[config.mk]
export PLATFORM = sky130hd
export DESIGN_NAME = issue_dispatch_unit
export DESIGN_NICKNAME = d
export VERILOG_FILES = /design/src/rtl/issue_pkg.sv /design/src/rtl/issue_dispatch_unit_rat.sv /design/src/rtl/issue_dispatch_unit.sv
export SDC_FILE = /design/constraint.sdc
export NUM_CORES = 1
export LEC_CHECK = 0
export CORE_MARGIN = 3
export CORE_UTILIZATION = 55
export CTS_BUF_LIST = sky130_fd_sc_hd__clkbuf_16
export DETAILED_ROUTE_END_ITERATION = 7
export PLACE_DENSITY = 0.75
export SETUP_SLACK_MARGIN = 0.1
export SYNTH_ARGS = -nofsm -noshare
export SYNTH_HDL_FRONTEND = slang
export SYNTH_HIERARCHICAL = 1
export SYNTH_SLANG_ARGS = --single-unit
[constraint.sdc]
create_clock -name clk1 -period 3.7 [get_ports clk1]
set_input_delay 0.74 -clock clk1 [delete_from_list [all_inputs] [get_ports clk1]]
set_output_delay 0.74 -clock clk1 [all_outputs]
set_load 0.05 [all_outputs]
[src/rtl/issue_pkg.sv]
// Shared types for the issue/dispatch slice: functional class encoding,
// opcode decode helpers and the registered dispatch packet layout.
package issue_pkg;

    // Default configuration; the dispatch packet below is sized from it.
    localparam int DEF_ROB_DEPTH = 8;
    localparam int DEF_NUM_REGS  = 16;
    localparam int DEF_FUNC_W    = 4;
    localparam int PKT_IDX_W     = $clog2(DEF_ROB_DEPTH);
    localparam int PKT_FUNC_W    = DEF_FUNC_W;

    localparam int NUM_CLASSES = 3;

    // Any opcode with this bit set is illegal.
    localparam logic [3:0] ILLEGAL_OP_MASK = 4'b1000;

    typedef enum logic [1:0] {
        CLS_ADD = 2'd0,
        CLS_MUL = 2'd1,
        CLS_BCH = 2'd2
    } issue_class_e;

    typedef struct packed {
        issue_class_e          cls;
        logic [PKT_FUNC_W-1:0] func;
        logic [PKT_IDX_W-1:0]  rob_idx;
        logic [PKT_IDX_W-1:0]  rs1_tag;
        logic                  rs1_busy;
        logic [PKT_IDX_W-1:0]  rs2_tag;
        logic                  rs2_busy;
    } disp_pkt_t;

    function automatic logic func_is_illegal(input logic [3:0] op);
        return |(op & ILLEGAL_OP_MASK);
    endfunction

    // 000x ADD, 001x MUL, 01xx BCH; the illegal range is filtered separately.
    function automatic issue_class_e func_class(input logic [3:0] op);
        if (op[2])      return CLS_BCH;
        else if (op[1]) return CLS_MUL;
        else            return CLS_ADD;
    endfunction

endpackage

[src/rtl/issue_dispatch_unit_rat.sv]
// Register alias table: per architectural register a {busy, tag} pair naming
// the youngest in-flight ROB entry that will write it. Two combinational read
// ports, one rename write, one commit clear that only fires if the register
// still points at the committing entry. Rename has priority over the clear.
module issue_rat
    import issue_pkg::*;
#(
    parameter int NUM_REGS = DEF_NUM_REGS,
    parameter int IDX_W    = PKT_IDX_W,
    parameter int REG_W    = $clog2(NUM_REGS)
) (
    input  logic             clk1,
    input  logic             rst,
    input  logic             flush,
    input  logic [REG_W-1:0] rd1_addr,
    output logic             rd1_busy,
    output logic [IDX_W-1:0] rd1_tag,
    input  logic [REG_W-1:0] rd2_addr,
    output logic             rd2_busy,
    output logic [IDX_W-1:0] rd2_tag,
    input  logic             ren_en,
    input  logic [REG_W-1:0] ren_addr,
    input  logic [IDX_W-1:0] ren_tag,
    input  logic             clr_en,
    input  logic [REG_W-1:0] clr_addr,
    input  logic [IDX_W-1:0] clr_tag
);

    logic             busy_q [NUM_REGS];
    logic [IDX_W-1:0] tag_q  [NUM_REGS];

    assign rd1_busy = busy_q[rd1_addr];
    assign rd1_tag  = tag_q[rd1_addr];
    assign rd2_busy = busy_q[rd2_addr];
    assign rd2_tag  = tag_q[rd2_addr];

    // Table update: flush clears all busy bits; otherwise commit clear then rename.
    // NOTE: non-blocking assignments let the later rename write override the
    // commit clear to the same register without any read-after-write hazard.
    always_ff @(posedge clk1 or posedge rst) begin
        if (rst) begin
            for (int r = 0; r < NUM_REGS; r++) begin
                busy_q[r] <= 1'b0;
                tag_q[r]  <= '0;
            end
        end else if (flush) begin
            for (int r = 0; r < NUM_REGS; r++) begin
                busy_q[r] <= 1'b0;
            end
        end else begin
            if (clr_en && (tag_q[clr_addr] == clr_tag)) begin
                busy_q[clr_addr] <= 1'b0;
            end
            if (ren_en) begin
                busy_q[ren_addr] <= 1'b1;
                tag_q[ren_addr]  <= ren_tag;
            end
        end
    end

endmodule

[src/rtl/issue_dispatch_unit.sv]
// Tomasulo issue stage: accepts one decoded instruction per cycle, allocates a
// ROB entry, checks RS capacity per class, renames rd and emits a registered
// dispatch packet with source tags. ROB pointers and RS counters live here.
// Optional feature macro: ISSUE_SAME_CYCLE_FREE_EN (same-cycle reuse of a slot
// freed by commit_valid / rs_rel; default build uses registered state only).
module issue_dispatch_unit
    import issue_pkg::*;
#(
    parameter int ROB_DEPTH    = DEF_ROB_DEPTH,
    parameter int NUM_REGS     = DEF_NUM_REGS,
    parameter int RS_PER_CLASS = 3,
    parameter int FUNC_W       = DEF_FUNC_W,
    localparam int IDX_W       = $clog2(ROB_DEPTH),
    localparam int REG_W       = $clog2(NUM_REGS)
) (
    input  logic              clk1,
    input  logic              rst,
    input  logic              in_valid,
    output logic              in_ready,
    input  logic [FUNC_W-1:0] in_func,
    input  logic [REG_W-1:0]  in_rs1,
    input  logic [REG_W-1:0]  in_rs2,
    input  logic [REG_W-1:0]  in_rd,
    input  logic [2:0]        rs_rel,
    input  logic              commit_valid,
    input  logic              flush,
    output logic              disp_valid,
    output logic [1:0]        disp_class,
    output logic [FUNC_W-1:0] disp_func,
    output logic [IDX_W-1:0]  disp_rob_idx,
    output logic [IDX_W-1:0]  disp_rs1_tag,
    output logic              disp_rs1_busy,
    output logic [IDX_W-1:0]  disp_rs2_tag,
    output logic              disp_rs2_busy,
    output logic              illegal,
    output logic [IDX_W:0]    rob_count
);

    localparam int CNT_W = $clog2(RS_PER_CLASS + 1);
    localparam logic [CNT_W-1:0] RS_MAX = CNT_W'(RS_PER_CLASS);

    // ROB pointers carry an extra wrap bit to tell full from empty.
    logic [IDX_W:0]   head_ptr, tail_ptr;
    logic [IDX_W-1:0] head_idx, tail_idx;
    logic             rob_empty, rob_full;

    logic [CNT_W-1:0]       rs_cnt [NUM_CLASSES];
    logic [NUM_CLASSES-1:0] cls_full;
    logic [NUM_CLASSES-1:0] alloc_vec;

    logic [REG_W-1:0] rob_rd [ROB_DEPTH];

    issue_class_e in_cls;
    logic         in_illegal, rob_ok, cls_ok;
    logic         fire, legal_fire, illegal_fire, commit_fire, rename_en;

    logic             rat1_busy, rat2_busy;
    logic [IDX_W-1:0] rat1_tag, rat2_tag;
    logic             src1_busy, src2_busy;

    disp_pkt_t pkt_d, pkt_q;

    assign head_idx  = head_ptr[IDX_W-1:0];
    assign tail_idx  = tail_ptr[IDX_W-1:0];
    assign rob_empty = (head_ptr == tail_ptr);
    assign rob_full  = (head_idx == tail_idx) && (head_ptr[IDX_W] != tail_ptr[IDX_W]);
    assign rob_count = tail_ptr - head_ptr;

    assign in_cls     = func_class(in_func[3:0]);
    assign in_illegal = func_is_illegal(in_func[3:0]);

`ifdef ISSUE_SAME_CYCLE_FREE_EN
    assign rob_ok = !rob_full || commit_valid;
    assign cls_ok = !cls_full[in_cls] || rs_rel[in_cls];
`else
    assign rob_ok = !rob_full;
    assign cls_ok = !cls_full[in_cls];
`endif

    assign in_ready     = in_illegal || (rob_ok && cls_ok);
    assign fire         = in_valid && in_ready;
    assign legal_fire   = fire && !in_illegal;
    assign illegal_fire = fire && in_illegal;
    assign commit_fire  = commit_valid && !rob_empty;
    assign rename_en    = legal_fire && (in_cls != CLS_BCH);

    // A source produced by the entry retiring this cycle is already in the regfile.
    assign src1_busy = rat1_busy && !(commit_fire && (rat1_tag == head_idx));
    assign src2_busy = rat2_busy && !(commit_fire && (rat2_tag == head_idx));

    issue_rat #(
        .NUM_REGS (NUM_REGS),
        .IDX_W    (IDX_W),
        .REG_W    (REG_W)
    ) u_rat (
        .clk1     (clk1),
        .rst      (rst),
        .flush    (flush),
        .rd1_addr (in_rs1),
        .rd1_busy (rat1_busy),
        .rd1_tag  (rat1_tag),
        .rd2_addr (in_rs2),
        .rd2_busy (rat2_busy),
        .rd2_tag  (rat2_tag),
        .ren_en   (rename_en),
        .ren_addr (in_rd),
        .ren_tag  (tail_idx),
        .clr_en   (commit_fire),
        .clr_addr (rob_rd[head_idx]),
        .clr_tag  (head_idx)
    );

    // Per-class fullness, one-hot allocation vector and the next dispatch packet.
    // NOTE: every output gets a default first so no path can infer a latch.
    always_comb begin
        cls_full  = '0;
        alloc_vec = '0;
        for (int c = 0; c < NUM_CLASSES; c++) begin
            cls_full[c] = (rs_cnt[c] >= RS_MAX);
        end
        if (legal_fire) begin
            alloc_vec[in_cls] = 1'b1;
        end
        pkt_d          = '0;
        pkt_d.cls      = in_cls;
        pkt_d.func     = PKT_FUNC_W'(in_func);
        pkt_d.rob_idx  = PKT_IDX_W'(tail_idx);
        pkt_d.rs1_tag  = PKT_IDX_W'(rat1_tag);
        pkt_d.rs1_busy = src1_busy;
        pkt_d.rs2_tag  = PKT_IDX_W'(rat2_tag);
        pkt_d.rs2_busy = src2_busy;
    end

    // ROB head/tail pointers; flush overrides both allocation and commit.
    always_ff @(posedge clk1 or posedge rst) begin
        if (rst) begin
            head_ptr <= '0;
            tail_ptr <= '0;
        end else if (flush) begin
            head_ptr <= '0;
            tail_ptr <= '0;
        end else begin
            if (legal_fire)  tail_ptr <= tail_ptr + 1'b1;
            if (commit_fire) head_ptr <= head_ptr + 1'b1;
        end
    end

    // Destination register of each ROB entry, used to clear the RAT on commit.
    // NOTE: storage array without reset; an entry is only read after being written.
    always_ff @(posedge clk1) begin
        if (legal_fire) begin
            rob_rd[tail_idx] <= in_rd;
        end
    end

    // RS occupancy per class; simultaneous alloc and release cancel out.
    always_ff @(posedge clk1 or posedge rst) begin
        if (rst) begin
            for (int c = 0; c < NUM_CLASSES; c++) rs_cnt[c] <= '0;
        end else if (flush) begin
            for (int c = 0; c < NUM_CLASSES; c++) rs_cnt[c] <= '0;
        end else begin
            for (int c = 0; c < NUM_CLASSES; c++) begin
                if (alloc_vec[c] && !rs_rel[c]) begin
                    rs_cnt[c] <= rs_cnt[c] + 1'b1;
                end else if (!alloc_vec[c] && rs_rel[c] && (rs_cnt[c] != '0)) begin
                    rs_cnt[c] <= rs_cnt[c] - 1'b1;
                end
            end
        end
    end

    // Registered dispatch strobe, illegal pulse and packet.
    always_ff @(posedge clk1 or posedge rst) begin
        if (rst) begin
            disp_valid <= 1'b0;
            illegal    <= 1'b0;
            pkt_q      <= '0;
        end else if (flush) begin
            disp_valid <= 1'b0;
            illegal    <= 1'b0;
        end else begin
            disp_valid <= legal_fire;
            illegal    <= illegal_fire;
            if (legal_fire) pkt_q <= pkt_d;
        end
    end

    assign disp_class    = pkt_q.cls;
    assign disp_func     = pkt_q.func[FUNC_W-1:0];
    assign disp_rob_idx  = pkt_q.rob_idx[IDX_W-1:0];
    assign disp_rs1_tag  = pkt_q.rs1_tag[IDX_W-1:0];
    assign disp_rs1_busy = pkt_q.rs1_busy;
    assign disp_rs2_tag  = pkt_q.rs2_tag[IDX_W-1:0];
    assign disp_rs2_busy = pkt_q.rs2_busy;

endmodule

==> Word-level counts from Yosys, hierarchy flattened <==
Memory sizes are Yosys's and may differ from the RTL's.
Index checks and enable logic that the tools add are counted.
{ "classes": {"addsub": 9, "n_lt_le_gt_ge": 11, "n_eq_ne": 7, "mux": 48, "n_bitwise": 8, "reduce_logical": 47} }
{ "op_table": {"columns": ["operator", "n"], "rows": [
  ["$mux 16", 4],
  ["$bwmux 48", 1],
  ["$bmux 3 s4", 3],
  ["$logic_and 1x1->1", 24],
  ["$mux 3", 8],
  ["$ge 5x5->1 const B", 4],
  ["$not 4->5", 4],
  ["$and 16x16->16", 1],
  ["$mux 4", 4],
  ["$not 16->16", 1],
  ["$or 16x16->16", 1],
  ["$mux 2", 7],
  ["$mux 1", 13],
  ["$demux 3 s4", 1],
  ["$eq 3x3->1", 4],
  ["$logic_not 1->1", 12],
  ["$lt 5x1->1 const B", 2],
  ["$reduce_bool 2->1", 5],
  ["$reduce_bool 3->1", 3],
  ["$add 4x1->4 const B", 2],
  ["$bmux 1 s4", 2],
  ["$demux 1 s4", 2],
  ["$add 2x1->2 const B", 3],
  ["$ge 2x2->1 const B", 3],
  ["13 further kinds", 16]
]} }
{ "totals": {"regBits": 97, "ramBits": 32, "input_bits": 24, "output_inout_bits": 24, "wordCells": 177, "n_memories": 1} }
{ "mem_list": {"columns": ["name", "depth", "word_bits", "read_ports", "rd_ports_with_merged_regs", "wr", "line", "source"], "rows": [
  ["rob_rd", 8, 4, 1, 0, 1, "issue_dispatch_unit.sv:51", "logic [REG_W-1:0] rob_rd [ROB_DEPTH];"]
]} }

==> Longest topological paths before layout <==
{ "logic_depth": {"depth_word": 16, "mapped_depth": 11, "ltp_nobuf": 10} }

==> By module <==
Netlist, hierarchy kept.
{ "by_module_without_submodules": {"columns": ["mod", "instances", "cells_each", "area_per_inst_um2", "seq_area_each_um2"], "rows": [
  ["issue_rat", 1, 300, 4122.7, 1601.5],
  ["issue_dispatch_unit", 1, 228, 3055.4, 1761.7]
]} }

==> Least setup slack after synthesis <==
OpenSTA, ideal clock, no wires.
{ "synth_timing": {"path_type": "reg-to-reg", "start": "register head_ptr[1]", "end": "register u_rat/tag_q[18] (netlist name)", "setup_time_ps": 125, "arrival_time_ps": 2965, "required_time_ps": 3575, "path_slack_ps": 611, "stages_incl_launch_ff": 10, "n_path_buf": 1, "synth_period_minus_slack_ps": 3089, "path_cell_list": "dfrtp_1 > buf_1 > inv_1 > ha_1 > nand3_1 > o21ai_1 > nor3_1 > nand2b_1 > nor4_1 > mux2_2"} }
{ "synth_via": {"elab_chain_cells": 9} }
{ "synth_rtl": {"columns": ["element", "line", "source"], "rows": [
  ["from (decl)", "issue_dispatch_unit.sv:43", "logic [IDX_W:0] head_ptr, tail_ptr;"],
  ["from (signal assigned)", "issue_dispatch_unit.sv:144", "if (commit_fire) head_ptr <= head_ptr + 1'b1;"],
  ["$eq 3x3->1", "issue_dispatch_unit.sv:66", "assign rob_full = (head_idx == tail_idx) && (head_ptr[IDX_W] != tail_ptr[IDX_W]);"],
  ["$logic_and 1x1->1", "issue_dispatch_unit.sv:66", null],
  ["$logic_not 1->1", "issue_dispatch_unit.sv:76", "assign rob_ok = !rob_full;"],
  ["$logic_and 1x1->1", "issue_dispatch_unit.sv:80", "assign in_ready = in_illegal || (rob_ok && cls_ok);"],
  ["$logic_or 1x1->1", "issue_dispatch_unit.sv:80", null],
  ["$logic_and 1x1->1", "issue_dispatch_unit.sv:81", "assign fire = in_valid && in_ready;"],
  ["$logic_and 1x1->1", "issue_dispatch_unit.sv:82", "assign legal_fire = fire && !in_illegal;"],
  ["$logic_and 1x1->1", "issue_dispatch_unit.sv:85", "assign rename_en = legal_fire && (in_cls != CLS_BCH);"],
  ["net rename_en", "issue_dispatch_unit.sv:55", "logic fire, legal_fire, illegal_fire, commit_fire, rename_en;"],
  ["$reduce_and 2->1 (no line)", null, null],
  ["to (signal, indexed assignment)", "issue_dispatch_unit_rat.sv:56", "tag_q[ren_addr] <= ren_tag;"],
  ["to (decl)", "issue_dispatch_unit_rat.sv:30", "logic [IDX_W-1:0] tag_q [NUM_REGS];"]
]} }
The timed path passes the listed nets, and every way through them passes these cells.
A chain may end at the register's enable or synchronous reset.

==> Worst setup path after layout <==
{ "layout_timing": {"start": "register head_ptr[0]", "end": "output port rob_count[1]"} }
{ "layout_via": {"elab_chain_cells": 1} }
{ "layout_rtl": {"columns": ["element", "line", "source"], "rows": [
  ["$sub 4x4->4", "issue_dispatch_unit.sv:67", "assign rob_count = tail_ptr - head_ptr;"],
  ["to (decl)", "issue_dispatch_unit.sv:36", "output logic [IDX_W:0] rob_count"]
]} }
Every way passes these cells.

==> impl_metrics.csv <==
group,metric,value,unit
drt,wirelength,18900,um
synthesis,yosys-top-cells-area,"dfrtp_1 (33%), mux4_2 (17%), edfxtp_1 (13%)",
worst_setup_path,cp_max_fo,10,
cells_and_area,multiInputGateArea,3590,um^2
timing,relSlewSlack,45.5,%
clock_tree,cts_tree,"done",
hold_path,min_from,"disp_rob_idx[0]",
clock_tree,htree_levels,4,
drt,drc,0,
power_and_ir_drop,ir_drop,356,uV
worst_setup_path,startpoint,"head_ptr[0]",
timing,drv_slew,0,
clock_tree,cts_buffers,17,
synthesis,ys_warn_count,6,
synthesis,synth_mux_area_share,30.0,%
timing,tightestPinTransition,0.811,ns
clock_tree,cts-hold-fix-buffers,0,
synthesis,synth-edff-count,32,
power_and_ir_drop,power.leakage,3.63,nW
floorplanning,ioPinCount,48,
drt,via_count,5217,
cells_and_area,n_antenna_cell,0,
placement,placed_area,8000,um^2
cells_and_area,layout.nets,631,
synthesis,yosysTopAreaCell,"dfrtp_1",
timing,setup_viol,0,
hold_path,min_to,"disp_rob_idx[0]",
clock_tree,ctsResizeCount,2,
worst_setup_path,cp.required,2.96,ns
timing,hold_violations,0,
cells_and_area,layout-drive-gt1-share,32.1,%
synthesis,synth_compound_area_share,6.78,%
global_routing,grtUsageTotal,28.1,%
synthesis,synthFlopType,"dfrtp_1",
worst_setup_path,critPathKind,"register to output port",
clock_tree,cts_buffer_depth,2,
synthesis,ys_seq_area_share,46.9,%
global_routing,grt_overflow,0,
placement,place_congestion,0.972,
cells_and_area,final_area,8600,um^2
global_routing,grt_antenna_before_repair,0,
synthesis,yosys.area_share.simple,9.43,%
clock_tree,post_cts_buffers,0,
timing,rsz0062_at_grt,"false",
global_routing,grt_pass1_vias,5406,
synthesis,synth_fp_nets,558,
timing,final.setup.tns,0,ns
synthesis,synth.most_common_cell,"dfrtp_1",
synthesis,synth_top_family_by_area,"multiplexers",
hold_path,min-delay-path-class,"register to register",
timing,max_clock_freq,288,MHz
synthesis,async_flop_share,75.0,%
cells_and_area,nFillCells,880,
cells_and_area,area_delta_synth_final,19.7,%
worst_setup_path,ff2ff_path_depth,9,
synthesis,synth_cell_types,64,
timing,fin_crit_sh,93.8,%
drt,drt_iter0_drc,613,
synthesis,synth-xor-area-share,2.68,%
power_and_ir_drop,p_per_area,434,nW/um^2
clock_tree,clk_pin_slew_worst_paths,0.06,ns
timing,finClkSkew,0.00799,ns
worst_setup_path,worstSetupStartpointType,"register",
clock_tree,clk_latency,0.42,ns
drt,avgViaCountPerCell,6.64,
synthesis,synth_top_area_share,33.5,%
synthesis,syn_area,7180,um^2
placement,place_hpwl,13300,um
synthesis,ys_seq_elements,128,
flow_run,cap_violations,0,
floorplanning,rows,41,
floorplanning,initial_core_util,56.7,%
worst_setup_path,r2r_setup_slack,0.42,ns
worst_setup_path,cp_data_arrival_time,2.73,ns
status,status,"finished, final reports clean",
worst_setup_path,endpoint_kind,"output port",
hold_path,whs_path_depth,1,
floorplanning,dieWidth,120,um
global_routing,grt_pass1_wl,30700,um
clock_tree,cts.sinks,128,
global_routing,grt_max_degree,34,
drt,wl_per_cell,24.0,um
synthesis,syn_avg_cell_area,13.6,um^2
synthesis,synth_commonest_cells,"dfrtp_1 (96), mux2_2 (63), mux4_2 (54)",
synthesis,synth_cells,528,
floorplanning,dieHeight,120,um
timing,period_minus_slack,3.47,ns
drt,detail-route-antenna-nets,0,
drt,firstDrtPassIters,7,
worst_setup_path,reg2reg_to,"u_rat/busy_q[14]",
placement,port_buffers,47,
clock_tree,clockRootBuffer,"clkbuf_16",
floorplanning,fp.coreArea,12700,um^2
floorplanning,dieArea,14500,um^2
worst_setup_path,reg2reg_from,"head_ptr[0]",
synthesis,synth-adder-area-share,1.15,%
cells_and_area,final-seq-area,3360,um^2
==> through the flow <==
step,utilization [%],total power (W),setup slack [ns],std cells,hold WS [ns]
after floorplan,-,0.00191,0.611,528,0.469
after global placement,63.2,0.00209,0.366,754,0.491
after detailed placement,63.2,0.00210,0.346,754,0.495
after CTS,67.8,0.00375,0.190,786,0.512
after global routing,67.8,0.00386,0.122,786,0.532
final,67.8,0.00373,0.229,786,0.511
==> placed cells by master (no fill, tap or decap), types with 15 or more instances in the layout <==
master,count
a21oi_1,21
clkdlybuf4s50_1,44
dfrtp_1,95
buf_4,35
nor2_1,15
mux2i_1,23
mux4_2,54
mux2_2,63
inv_1,15
edfxtp_1,32
clkbuf_16,19
nand2_1,30
==> kinds of logic (layout without fill, tap and decap cells) <==
family | after synthesis | in the layout
DFF | 128 | 128
AOI/OAI and AO/OA | 73 | 73
and+or+nand+nor | 118 | 118
adders and majority gates | 6 | 6
xor gates and xnor gates | 19 | 19
buffers and inverters | 44 | 130
muxes | 140 | 140
==> metal layers <==
metal	track usage [%]	part of all wire [%]	vias up
li1	-	-	2209
met1	38.1	39	2647
met2	43.9	48	306
met3	8.47	9.9	55
met4	9.42	2.5	0
met5	0	0	-
==> layout make-up <==
class,instances,share of cell area [%]
multi-input cells,356,41.8
flip-flops and latches,128,39.1
repair buffers,83,8.98
clock buffers,19,5.53
well taps,172,2.50
clock inverters,13,1.37
inverters,15,0.655
==> state kept, by name, summed over array words and instances, names as in the netlist <==
register       flops
disp_class         1
disp_func          4
disp_rob_idx       3
disp_rs1_busy      1
disp_rs1_tag       3
disp_rs2_busy      1
disp_rs2_tag       3
disp_valid         1
head_ptr           4
illegal            1
rob_rd            32
rs_cnt             6
tail_ptr           4
u_rat/busy_q      16
u_rat/tag_q       48
==> worst max-delay path by stage <==
stage,to,cells after the start
3_3_place_gp,u_rat/tag_q[46],9
5_1_grt,rob_count[1],5
3_5_place_dp,u_rat/busy_q[12],9
6_report,rob_count[1],5
2_1_floorplan,u_rat/tag_q[18],9
4_1_cts,rob_count[1],5
==> where the power goes <==
part | switching [W] | internal [W] | total [W]
Clock | 0.000600 | 0.00105 | 0.00165
Sequential | 0.0000327 | 0.00148 | 0.00151
Combinational | 0.000341 | 0.000225 | 0.000567
==> worst max-delay path, cell delays in order, from the launching register on <==
cell and delay, ns:
dfrtp_2 0.54, buf_4 0.25, ha_1 0.22, fa_1 0.44, inv_1 0.06, clkdlybuf4s50_1 0.79
Note: power is estimated with default switching activity, not from simulation.
==> RTL edit 1: new RTL, same flow settings <==
`RS_PER_CLASS`: 3 -> 2.
--- a/src/rtl/issue_dispatch_unit.sv
+++ b/src/rtl/issue_dispatch_unit.sv
@@ -8,7 +8,7 @@
 #(
     parameter int ROB_DEPTH    = DEF_ROB_DEPTH,
     parameter int NUM_REGS     = DEF_NUM_REGS,
-    parameter int RS_PER_CLASS = 3,
+    parameter int RS_PER_CLASS = 2,
     parameter int FUNC_W       = DEF_FUNC_W,
     localparam int IDX_W       = $clog2(ROB_DEPTH),
     localparam int REG_W       = $clog2(NUM_REGS)
Check against the original RTL: not equivalent (Yosys sat finds a counterexample within 4 cycles, from zero or initial values and one cycle with rst high).
==> RTL edit 1 against the original RTL <==
- synthesized cell count down 0.19%
- wire length down 2.3%
- worst setup slack better by 0.15 ns
- total power up 0.44%
- area after synthesis down 1.0%
- final cell count down 0.76%
- critical path depth up 2
- first-iteration DRC count down 17%
- design area down 1.5%
- sequential cell count unchanged
- largest cell class unchanged
==> RTL edit 1: results (changes against the original RTL) <==
Run status
  – Status: finished clean

Cells and area
  – Nets: 629 (-0.32%)
  – Layout cells sized above 1: 32.35% (+0.27 points)
  – Top flop regs: u_rat/tag_q: 48 flops, rob_rd: 32 flops, u_rat/busy_q: 16 flops

Detailed routing
  – Initial DRC count: 509 (-17%)
  – 1st-pass router iterations: 6 (-1)
  – Highest metal used: met4
  – WL met2: 8.663 mm (-5.0%)
  – Met1 Wirelength: 7.258 mm (-2.1%)
  – Vias per Instance: 6.582 (-0.83%)
  – Met3 Wirelength: 1.894 mm (+1.2%)
  – Routed vias: 5134 (-1.6%)
  – Final WL: 18.45 mm (-2.3%)

Clock tree
  – Max H-tree Level: 4 (unchanged)
  – Longest Clk Path Bufs: 2 (unchanged)
  – Reg clk slew, reported paths: 0.06 ns (about the same)
  – CTS Buf Count: 17 (unchanged)
  – Number of setup buffers added after CTS: 0 (unchanged)
  – Clock root cell: clkbuf_16

Setup path
  – Worst reg-to-reg path cell count: 9 (unchanged)
  – Setup slack, reg-to-reg: 0.48 ns (+0.06 ns)
  – Launch point of the worst path: head_ptr[0]
  – Crit path DAT: 2.58 ns (-0.15 ns)
  – Largest fanout on the critical path: 10 (unchanged)
  – Crit path to: rob_count[3]
  – Reg2reg end: u_rat/tag_q[25]

Global routing
  – Met1 usage: 37.33% (-0.77 points)
  – First-pass GRT wire length: 29.26 mm (-4.8%)
  – Largest net degree at the start of global routing: 65 (+91%)
  – Overall Global Routing Usage: 27.42% (-0.67 points)
  – GR Util met3: 8.954% (+0.49 points)
  – Vias in the first global route: 5205 (-3.7%)
  – Antenna violations before repair: 0 (unchanged)
  – Global routing usage on met2: 41.17% (-2.7 points)

Synth
  – Library cells used by synthesis: 59 (-7.8%)
  – Top cells by area, synth: dfrtp_1 (34%), mux4_2 (17%), edfxtp_1 (14%), mux2_2 (10%), mux2i_1 (3.2%)
  – Post-synth top cells: dfrtp_1 (96), mux2_2 (64), mux4_2 (54)
  – Seq/Total Area, Yosys: 47.35% (+0.50 points)
  – Syn_nets: 557 (-0.18%)
  – Synth async-reset ratio: 75.00% (unchanged)
  – Gate Count Post-Synth: 527 (-0.19%)
  – Number of synthesized flops with an enable pin: 32 (unchanged)

Timing
  – Slew HR: 44.43% (-1.1 points)
  – Fin Clk Skew: 0.008724 ns (+0.0007338 ns)
  – Worst Hold Slack: 0.4985 ns (-0.01249 ns)
  – Final Worst Setup Slack: 0.3809 ns (+0.1519 ns)

Hold path
  – Worst hold path class: register to register

Placed design
  – Dpl ws: 0.2482 ns (-0.09798 ns)
  – # port buffers: 47 (unchanged)
  – Placed Cells incl. Taps: 748 (-0.80%)
  – Hpwl dp: 13.03 mm (-1.8%)
  – Area after DPL: 0.007889 mm2 (-1.4%)
  – Gpl congestion: 0.9538 (-1.9%)

Pwr
  – VDD IR max: 0.3192 mV (-10%)
  – Leak Pwr: 3.625 nW (-0.14%)
## RTL edit 1: how the worst min path moves through the flow
stage,startpoint,endpoint,cells past startpoint
final,rs_cnt[0],rs_cnt[0],1
after global routing,disp_rob_idx[0],disp_rob_idx[0],1
after CTS,rs_cnt[0],rs_cnt[0],1
after detailed placement,disp_rs2_tag[0],disp_rs2_tag[0],1
after global placement,rs_cnt[0],rs_cnt[0],1
after floorplan,rs_cnt[0],rs_cnt[0],1
## RTL edit 1: timing repair
| item | CTS | global route |
|---|---|---|
| resized for setup | 3 | 2 |
| endpoints found under the setup margin | 3 | 2 |
| pin swaps | 0 | 0 |
## RTL edit 1: report_power, final
part,leakage (nW),internal [mW],switching (mW),total (mW)
Combinational,1.74,0.246,0.368,0.614
Sequential,1.61,1.48,0.0358,1.52
Clock,0.275,0.943,0.676,1.62
Total,3.62,2.67,1.08,3.75
## RTL edit 1: cells by family (layout without fill, tap and decap cells)
group,after synthesis,count (layout),share of synthesized area (%)
buffers and inverters,49,134,3.364
multiplexers,141,141,30.51
AO/OA/AOI/OAI,62,62,5.690
flip-flops,128,128,47.35
AND/OR/NAND/NOR,121,121,9.090
adder cells (fa/ha/maj),6,6,1.163
XOR/XNOR,20,20,2.836
## RTL edit 1: final cells by class
type,count,area (um2)
Clock buffer,17,425.4
Clock inverter,15,150.1
Fill cell,900,3841
Inverter,21,78.83
Multi-Input combinational cell,350,3501
Sequential cell,128,3366
Tap cell,168,210.2
Timing Repair Buffer,81,739.5
## RTL edit 1: critical path: stages (launching register included)
cell	delay [ns]
dfrtp_2	0.55
buf_4	0.26
ha_1	0.21
inv_1	0.05
a21o_1	0.17
a21oi_1	0.18
xnor2_1	0.17
dlygate4sd2_1	0.57
==> RTL edit 2: new RTL, config.mk and constraints unchanged <==
Without the edit above. Register the output `rob_count`, cleared by the reset; this adds one clock of latency there. The other outputs are not delayed to match.
--- a/src/rtl/issue_dispatch_unit.sv
+++ b/src/rtl/issue_dispatch_unit.sv
@@ -64,7 +64,13 @@
     assign tail_idx  = tail_ptr[IDX_W-1:0];
     assign rob_empty = (head_ptr == tail_ptr);
     assign rob_full  = (head_idx == tail_idx) && (head_ptr[IDX_W] != tail_ptr[IDX_W]);
-    assign rob_count = tail_ptr - head_ptr;
+    always_ff @(posedge clk1 or posedge rst) begin
+        if (rst) begin
+            rob_count <= '0;
+        end else begin
+            rob_count <= tail_ptr - head_ptr;
+        end
+    end
 
     assign in_cls     = func_class(in_func[3:0]);
     assign in_illegal = func_is_illegal(in_func[3:0]);
Function: changed (a bounded check fails within 4 cycles, from zero or initial values and one cycle with rst high).
==> RTL edit 2 against the original RTL <==
- wire length decreased by 1.4%
- area after synthesis increased by 0.96%
- design area increased by 0.15%
- synthesized cell count increased by 1.5%
- total power increased by 1.1%
- worst setup slack improved by 0.14 ns
- sequential power increased by 5%
- sequential cell count increased by 4
- core utilization decreased by 0.45 points
- critical path type is now register to register
- largest cell class unchanged
==> RTL edit 2: results (changes against the original RTL) <==
Run status
  – Status: finished clean

Placed design
  – Placed Cells incl. Taps: 764 (+1.3%)

Setup path
  – Cell family with most CP delay: multiplexers
  – CP max-delay cell: dfrtp_1
  – Largest fanout on the critical path: 16 (+6)
  – CP max stage delay: 0.62 ns (-0.17 ns)

Clock tree
  – Longest Clk Path Bufs: 2 (unchanged)
  – Cts repair resizes: 0 (-2)

Synth
  – Top cells by area, synth: dfrtp_1 (35%), mux4_2 (17%), edfxtp_1 (13%), mux2_2 (8.7%), mux2i_1 (3.5%)
  – Synth async-reset ratio: 75.76% (+0.76 points)
  – Syn_nets: 566 (+1.4%)
  – Library cells used by synthesis: 60 (-6.3%)
  – Post-synth top cells: dfrtp_1 (100), mux2_2 (56), mux4_2 (54)
  – Seq/Total Area, Yosys: 47.79% (+0.94 points)
  – Gate Count Post-Synth: 536 (+1.5%)

Timing
  – Worst slew pin tran: 0.7408 ns (-0.07035 ns)
  – Fin Clk Skew: 0.01004 ns (+0.002051 ns)

Cells and area
  – Nets: 641 (+1.6%)
  – FILL cells: 881 (+0.11%)
  – Post-route insts no fill: 796 (+1.3%)
  – Layout cells sized above 1: 28.53% (-3.6 points)

Global routing
  – First-pass GRT wire length: 29.88 mm (-2.8%)
  – Largest net degree at the start of global routing: 42 (+24%)

Pwr
  – VDD IR max: 0.3230 mV (-9.3%)
  – Leak Pwr: 3.687 nW (+1.6%)
  – Switching share of total power: 26.83% (+0.74 points)

Detailed routing
  – Initial DRC count: 527 (-14%)
  – Wire per inst: 23.38 um (-2.7%)
  – 1st-pass router iterations: 6 (-1)
-- RTL edit 2: cell types whose count changed after synthesis, moves of 4 or more --
cell and delta:
a211oi_1 -5, clkbuf_1 -4, dfrtp_1 +4, inv_1 +6, mux2_1 +7, mux2_2 -7, nor2_1 +4, nor4b_1 -4
o21ai_0 +4
-- RTL edit 2: final cells by class --
type | count | area (um2) | share of cell area (%)
clock buffers | 17 | 425.4 | 4.942
multi-input cells | 356 | 3547 | 41.21
inverters | 21 | 78.83 | 0.9157
clock inverters | 15 | 115.1 | 1.337
well taps | 172 | 215.2 | 2.500
flip-flops and latches | 132 | 3463 | 40.23
repair buffers | 83 | 763.2 | 8.866
-- RTL edit 2: cell families (layout without fill, tap and decap cells) --
kind of cell | count (synthesis) | count (layout) | synth area share (%)
multiplexers | 142 | 142 | 30.02
buffers and inverters | 48 | 136 | 3.263
AO/OA/AOI/OAI | 67 | 67 | 5.974
XOR/XNOR | 17 | 17 | 2.417
AND/OR/NAND/NOR | 124 | 124 | 9.393
flip-flops | 132 | 132 | 47.79
adder cells (fa/ha/maj) | 6 | 6 | 1.140
-- RTL edit 2: worst paths after layout --
check	start	endpoint	slack [ns]	depth (start not counted)
max in group asynchronous	rst	u_rat/tag_q[9]	2.49	3
worst min-delay path	disp_func[0]	disp_func[0]	0.48	1
min in group asynchronous	rst	u_rat/tag_q[21]	0.74	3
worst min register to register	disp_func[0]	disp_func[0]	0.48	1
worst max-delay path	head_ptr[0]	u_rat/busy_q[5]	0.37	9
worst max register to register	head_ptr[0]	u_rat/busy_q[5]	0.37	9
-- RTL edit 2: power groups by stage --
stage,clock (mW),combinational (mW),sequential [mW]
2_1_floorplan,0,0.349,1.68
3_3_place_gp,0,0.631,1.60
3_5_place_dp,0,0.643,1.60
4_1_cts,1.57,0.648,1.58
5_1_grt,1.63,0.694,1.58
6_report,1.55,0.646,1.58
-- RTL edit 2: routing by layer --
metal | wire length [um] | track usage [%]
met5 | 0 | 0
met4 | 476 | 12.32
met3 | 1641 | 7.016
met2 | 8929 | 43.17
met1 | 7565 | 36.73
-- RTL edit 2: stage by stage --
| stage | area, um2 | worst slack (ns) | power [mW] |
|---|---|---|---|
| after floorplan | 7247 | 0.3670 | 2.032 |
| after global placement | 8068 | 0.3390 | 2.233 |
| after detailed placement | 8068 | 0.3154 | 2.247 |
| after CTS | 8608 | 0.3705 | 3.796 |
| after global routing | 8608 | 0.1822 | 3.913 |
| final | 8608 | 0.3696 | 3.775 |
